### src/rtl/fp_mant_addsub_norm_pipe.sv
`default_nettype none
// +--------------------------------------------------------------------------+
// | fp_mant_addsub_norm_pipe                                                  |
// | Three-stage elastic mantissa add/sub, leading-zero count and normalise.   |
// | Rev 1.0                                                                   |
// +--------------------------------------------------------------------------+
module fp_mant_addsub_norm_pipe #(
  parameter  int MAN_W   = 23,
  parameter  int GUARD_W = 8,
  localparam int SUM_W   = MAN_W + GUARD_W + 2,
  localparam int SH_W    = $clog2(SUM_W + 1)
) (
  input  logic             clk,
  input  logic             rst,
  input  logic             flush,
  input  logic             in_valid,
  output logic             in_ready,
  input  logic [MAN_W-1:0] mmax,
  input  logic [MAN_W:0]   mmin,
  input  logic             sa,
  input  logic             sb,
  input  logic             max_ab,
  input  logic             op_mode,
  output logic             out_valid,
  input  logic             out_ready,
  output logic [SUM_W-1:0] sum_norm,
  output logic [SH_W-1:0]  shift,
  output logic             psgn,
  output logic             opr,
  output logic             zero
);

  logic             s1_valid_q, s1_valid_d;
  logic [SUM_W-1:0] s1_sum_q,   s1_sum_d;
  logic             s1_psgn_q,  s1_psgn_d;
  logic             s1_opr_q,   s1_opr_d;

  logic             s2_valid_q, s2_valid_d;
  logic [SUM_W-1:0] s2_sum_q,   s2_sum_d;
  logic [SH_W-1:0]  s2_shift_q, s2_shift_d;
  logic             s2_zero_q,  s2_zero_d;
  logic             s2_psgn_q,  s2_psgn_d;
  logic             s2_opr_q,   s2_opr_d;

  logic             s3_valid_q, s3_valid_d;
  logic [SUM_W-1:0] s3_sum_q,   s3_sum_d;
  logic [SH_W-1:0]  s3_shift_q, s3_shift_d;
  logic             s3_zero_q,  s3_zero_d;
  logic             s3_psgn_q,  s3_psgn_d;
  logic             s3_opr_q,   s3_opr_d;

  logic             w_acc1, w_acc2, w_acc3;
  logic [SUM_W-1:0] w_op_a, w_op_b, w_sum;
  logic             w_opr;
  logic [SH_W-1:0]  w_lz;

  // A stage can take a new item when it is empty or its content moves on this cycle.
  assign w_acc3   = ~s3_valid_q | out_ready;
  assign w_acc2   = ~s2_valid_q | w_acc3;
  assign w_acc1   = ~s1_valid_q | w_acc2;
  assign in_ready = w_acc1;

  always_comb begin
    w_op_a = {1'b0, 1'b1, mmax, {GUARD_W{1'b0}}};
    w_op_b = {1'b0, mmin, {GUARD_W{1'b0}}};
    w_opr  = op_mode ^ sa ^ sb;
    w_sum  = w_opr ? (w_op_a - w_op_b) : (w_op_a + w_op_b);

    // Last set bit scanning upward wins, leaving the most significant one.
    w_lz = SH_W'(SUM_W);
    for (int i = 0; i < SUM_W; i++) begin
      if (s1_sum_q[i]) w_lz = SH_W'(SUM_W - 1 - i);
    end
  end

  always_comb begin
    s1_valid_d = s1_valid_q;
    s1_sum_d   = s1_sum_q;
    s1_psgn_d  = s1_psgn_q;
    s1_opr_d   = s1_opr_q;
    s2_valid_d = s2_valid_q;
    s2_sum_d   = s2_sum_q;
    s2_shift_d = s2_shift_q;
    s2_zero_d  = s2_zero_q;
    s2_psgn_d  = s2_psgn_q;
    s2_opr_d   = s2_opr_q;
    s3_valid_d = s3_valid_q;
    s3_sum_d   = s3_sum_q;
    s3_shift_d = s3_shift_q;
    s3_zero_d  = s3_zero_q;
    s3_psgn_d  = s3_psgn_q;
    s3_opr_d   = s3_opr_q;

    if (w_acc1) begin
      s1_valid_d = in_valid;
      if (in_valid) begin
        s1_sum_d  = w_sum;
        s1_psgn_d = max_ab ? sb : sa;
        s1_opr_d  = w_opr;
      end
    end

    if (w_acc2) begin
      s2_valid_d = s1_valid_q;
      if (s1_valid_q) begin
        s2_sum_d   = s1_sum_q;
        s2_shift_d = w_lz;
        s2_zero_d  = (s1_sum_q == '0);
        s2_psgn_d  = s1_psgn_q;
        s2_opr_d   = s1_opr_q;
      end
    end

    if (w_acc3) begin
      s3_valid_d = s2_valid_q;
      if (s2_valid_q) begin
        s3_sum_d   = s2_sum_q << s2_shift_q;
        s3_shift_d = s2_shift_q;
        s3_zero_d  = s2_zero_q;
        s3_psgn_d  = s2_psgn_q;
        s3_opr_d   = s2_opr_q;
      end
    end

    if (flush) begin
      s1_valid_d = 1'b0;
      s2_valid_d = 1'b0;
      s3_valid_d = 1'b0;
    end
  end

  always_ff @(posedge clk or negedge rst) begin
    if (!rst) begin
      s1_valid_q <= 1'b0;
      s1_sum_q   <= '0;
      s1_psgn_q  <= 1'b0;
      s1_opr_q   <= 1'b0;
      s2_valid_q <= 1'b0;
      s2_sum_q   <= '0;
      s2_shift_q <= '0;
      s2_zero_q  <= 1'b0;
      s2_psgn_q  <= 1'b0;
      s2_opr_q   <= 1'b0;
      s3_valid_q <= 1'b0;
      s3_sum_q   <= '0;
      s3_shift_q <= '0;
      s3_zero_q  <= 1'b0;
      s3_psgn_q  <= 1'b0;
      s3_opr_q   <= 1'b0;
    end else begin
      s1_valid_q <= s1_valid_d;
      s1_sum_q   <= s1_sum_d;
      s1_psgn_q  <= s1_psgn_d;
      s1_opr_q   <= s1_opr_d;
      s2_valid_q <= s2_valid_d;
      s2_sum_q   <= s2_sum_d;
      s2_shift_q <= s2_shift_d;
      s2_zero_q  <= s2_zero_d;
      s2_psgn_q  <= s2_psgn_d;
      s2_opr_q   <= s2_opr_d;
      s3_valid_q <= s3_valid_d;
      s3_sum_q   <= s3_sum_d;
      s3_shift_q <= s3_shift_d;
      s3_zero_q  <= s3_zero_d;
      s3_psgn_q  <= s3_psgn_d;
      s3_opr_q   <= s3_opr_d;
    end
  end

  assign out_valid = s3_valid_q;
  assign sum_norm  = s3_sum_q;
  assign shift     = s3_shift_q;
  assign psgn      = s3_psgn_q;
  assign opr       = s3_opr_q;
  assign zero      = s3_zero_q;

endmodule
`default_nettype wire

### config.mk
export PLATFORM = sky130hd
export DESIGN_NAME = fp_mant_addsub_norm_pipe
export DESIGN_NICKNAME = d
export VERILOG_FILES = /design/src/rtl/fp_mant_addsub_norm_pipe.sv
export SDC_FILE = /design/constraint.sdc
export NUM_CORES = 1
export LEC_CHECK = 0
export CORE_UTILIZATION = 47
export CTS_BUF_LIST = sky130_fd_sc_hd__clkbuf_4
export CTS_CLUSTER_DIAMETER = 60
export DETAILED_ROUTE_END_ITERATION = 12
export PLACE_DENSITY = 0.81
export SYNTH_ARGS = -nofsm -noshare
export SYNTH_HDL_FRONTEND = slang
export SYNTH_SLANG_ARGS = --single-unit
### constraint.sdc
create_clock -name clk -period 2.45 [get_ports clk]
set_input_delay 0.49 -clock clk [delete_from_list [all_inputs] [get_ports clk]]
set_output_delay 0.49 -clock clk [all_outputs]
set_load 0.02 [all_outputs]
==> impl_metrics.csv <==
group,metric,value,unit
power,ir_drop,0.405,mV
drt,wl_per_cell,15.9,um
drt,wl_met2,8830,um
floorplan,die_w,120,um
placement,portBuffers,91,
drt,vias_per_cell,5.65,
clock_tree,insertion_delay,0.47,ns
yosys,synth_flop_cell,"dfrtp_1",
clock_tree,tritoncts,"done",
final_layout,drive_gt1_share,31.7,%
clock_tree,cts.sinks,98,
floorplan,dieArea,14300,sq um
grt,grt_usage,24.0,%
clock_tree,htreeDepth,3,
worst_hold_path,holdCritPathClass,"input port to register",
yosys,synth_area_leaders,"dfrtp_1, mux2_2, o21ai_0, mux4_2, ha_1",
critical_path,critPathKind,"input port to register",
placement,dpl_cell_area,8510,sq um
clock_tree,clk_path_buf_depth,2,
timing,setup_viol,17,
drt,wl_met1,6980,um
grt,grt_pass1_wl,27700,um
timing,layout_setup_ws,-0.458,ns
placement,placedCellCount,1025,
timing,final_hold_viol_count,0,
drt,top_layer,"met4",
drt,drc_errors,0,
drt,ant_nets,0,
critical_path,required,2.81,ns
yosys,netlist_area,6490,sq um
floorplan,rows,42,
timing,fmaxAchievable,344,MHz
status,violations,"setup timing",
floorplan,num_io_pins,100,
critical_path,slowest_stage,"or3_4",
grt,overflow,0,
timing,relSlewSlack,62.6,%
yosys,synth_commonest_cells,"dfrtp_1, nand2_1, o21ai_0, a21oi_1, nor2_1",
power,power,8.89,mW
floorplan,die_h,120,um
critical_path,worstPathCellList,"clkdlybuf4s15_2 > nor3_4 > nand4_1 > or3_4 > o21ai_2 > xor2_1 > ha_1 > nand2_2 > buf_6 > o21a_4 > a2bb2oi_2 > buf_4 > a31oi_4 > mux2i_1 > nand3_1",
timing,period_needed,2.91,ns
final_layout,antenna_cells,0,
final_layout,syn_to_final_growth,41.4,%
timing,tightestPinTransition,0.561,ns
yosys,async_reset_ff_share,100,%
yosys,syn_area_per_cell,9.69,sq um
placement,routabilityCongestion,0.880,
clock_tree,clkSlewWorstSetupHoldPaths,0.15,ns
yosys,yosysUniqueCellTypes,64,
yosys,synth_largest_area_cell,"dfrtp_1",
grt,grt_pass1_vias,5971,
critical_path,crit_fanout,3,
power,pwr_density_cell,968,nW/um^2
placement,place_hpwl,13000,um
yosys,ys_seq_area_share,37.8,%
timing,rsz0062_at_grt,"yes",
status,status,"complete, but fails checks",
yosys,synth.most_common_cell,"dfrtp_1",
drt,drt-initial-drc-count,356,
yosys,synth-seq-cells,98,
drt,met3_length,696,um
timing,drv_slew,0,
floorplan,initial_utilization,48.7,%
power,leakage,4.01,nW
critical_path,cp.arrival,3.27,ns
final_layout,stdcell_count,1059,
yosys,yosys_warnings,0,
yosys,yosysTopAreaCellShare,37.8,%
critical_path,cp-start-kind,"input port",
grt,grt_max_degree,47,
run,maxCapViolations,0,
drt,dr_total_vias,5985,
clock_tree,cts_buffers,9,
drt,routed_wirelength,16900,um
final_layout,nNetsFinal,959,
critical_path,max_stage_delay,0.47,ns
timing,fin_skew,0.0203,ns
yosys,synth_edf_count,0,
timing,finalCritPeriodShare,119,%
drt,dr.pass1.iters,5,
final_layout,final_area,9190,sq um
clock_tree,cts_root_buf,"clkbuf_4",
yosys,synth_cells,670,
critical_path,crit_path_end_kind,"register",
floorplan,core_area,13300,sq um
grt,grt_antenna_before_repair,0,
[metrics by stage]
| step | hold WS, ns | util [%] | worst slack, ns | setup TNS [ns] |
|---|---|---|---|---|
| after floorplan | 0.194 | - | -0.818 | -10.39 |
| after global placement | 0.431 | 63.8 | -1.32 | -23.38 |
| after detailed placement | 0.440 | 63.8 | -1.41 | -25.27 |
| after CTS | 0.382 | 67.7 | -0.414 | -4.04 |
| after global routing | 0.366 | 68.8 | -0.575 | -6.91 |
| final | 0.376 | 68.8 | -0.458 | -5.03 |
[what timing repair did]
item / in CTS / in global routing
setup buffers: 12 / 6
setup endpoints to repair: 21 / 19
resized for setup: 130 / 30
endpoints found under the hold margin: 28 / 0
cloned: 0 / 0
hold buffers: 1 / 0
pin swaps: 61 / 35
[layout by cell type (no fill, tap or decap), types with 4 or more instances in the layout]
cell type        instances
nand2_1                 65
o21ai_0                 42
a21oi_1                 34
nor2b_1                  8
inv_1                   12
nand3_1                  7
nor2_1                  36
mux2_2                  34
buf_12                   5
o31ai_1                  5
clkbuf_4                10
o21bai_1                 5
mux4_2                  14
clkdlybuf4s50_1         72
ha_1                    21
dfrtp_1                 98
a22o_1                  17
xor2_1                  24
nand2b_1                 8
a21oi_2                  6
buf_4                  119
buf_6                   17
a21o_1                   7
clkdlybuf4s15_2          4
nor3_1                  11
conb_1                   8
xnor2_1                 13
o21ai_1                 20
mux2i_1                 28
nor4_1                  10
a211oi_1                12
[final timing paths]
kind	from	endpoint	slack, ns	depth (start not counted)
worst max-delay path	mmin[4]	s1_sum_q[31]	-0.46	15
worst min-delay path	sb	s1_psgn_q	0.38	3
worst max register to register	s2_shift_q[0]	sum_norm[20]	0.08	7
worst min register to register	s1_opr_q	s1_opr_q	0.50	2
max in group asynchronous	rst	sum_norm[29]	1.36	3
min in group asynchronous	rst	shift[3]	0.47	2
[where the power goes]
| group | internal (mW) | leakage [nW] | switching (mW) |
|---|---|---|---|
| sequential | 2.20 | 1.23 | 0.625 |
| combinational | 2.61 | 2.70 | 2.45 |
| clock | 0.440 | 0.0895 | 0.562 |
[logic make-up (layout without fill, tap and decap cells)]
logic type / count (synthesis) / after routing / synth area share [%]
adders and majority gates: 25 / 25 / 4.93
muxes: 77 / 77 / 15.2
buffers and inverters: 53 / 259 / 3.56
and+or+nand+nor: 176 / 176 / 12.8
AOI/OAI and AO/OA: 198 / 198 / 19.8
xor gates and xnor gates: 42 / 42 / 5.78
DFF: 98 / 98 / 37.8
other: 1 / 8 / 0.0577
[critical path: cells and delay by family]
family / cells / cell delay [ns]
AO/OA/AOI/OAI: 4 / 0.65
multiplexers: 1 / 0.21
buffers and inverters: 3 / 0.50
adder cells (fa/ha/maj): 1 / 0.33
XOR/XNOR: 1 / 0.08
AND/OR/NAND/NOR: 5 / 1.01
[flip-flops by register name, indices dropped and copies added, names as in the netlist]
register and flops:
s2_zero_q 1, s1_opr_q 1, psgn 1, s2_sum_q 25, zero 1, s1_sum_q 25
shift 6, out_valid 1, opr 1, s2_opr_q 1, s1_valid_q 1, s1_psgn_q 1
s2_psgn_q 1, sum_norm 25, s2_shift_q 6, s2_valid_q 1
[layer usage]
metal | GRT usage [%] | vias up
met5 | 0 | -
met4 | 8.59 | 0
met3 | 3.61 | 38
met2 | 43.6 | 187
met1 | 28.7 | 2868
li1 | - | 2892
[area by class of cell]
class                      instances  area [sq um]
clock inverter                     6          96.3
clock buffer                      10          75.1
timing repair buffer             228          2050
sequential                        98          2450
tap                              176           220
inverter                          15          58.8
fill                            1016          4160
multi-input combinational        526          4230
Note: power is estimated with default switching activity, not from simulation.
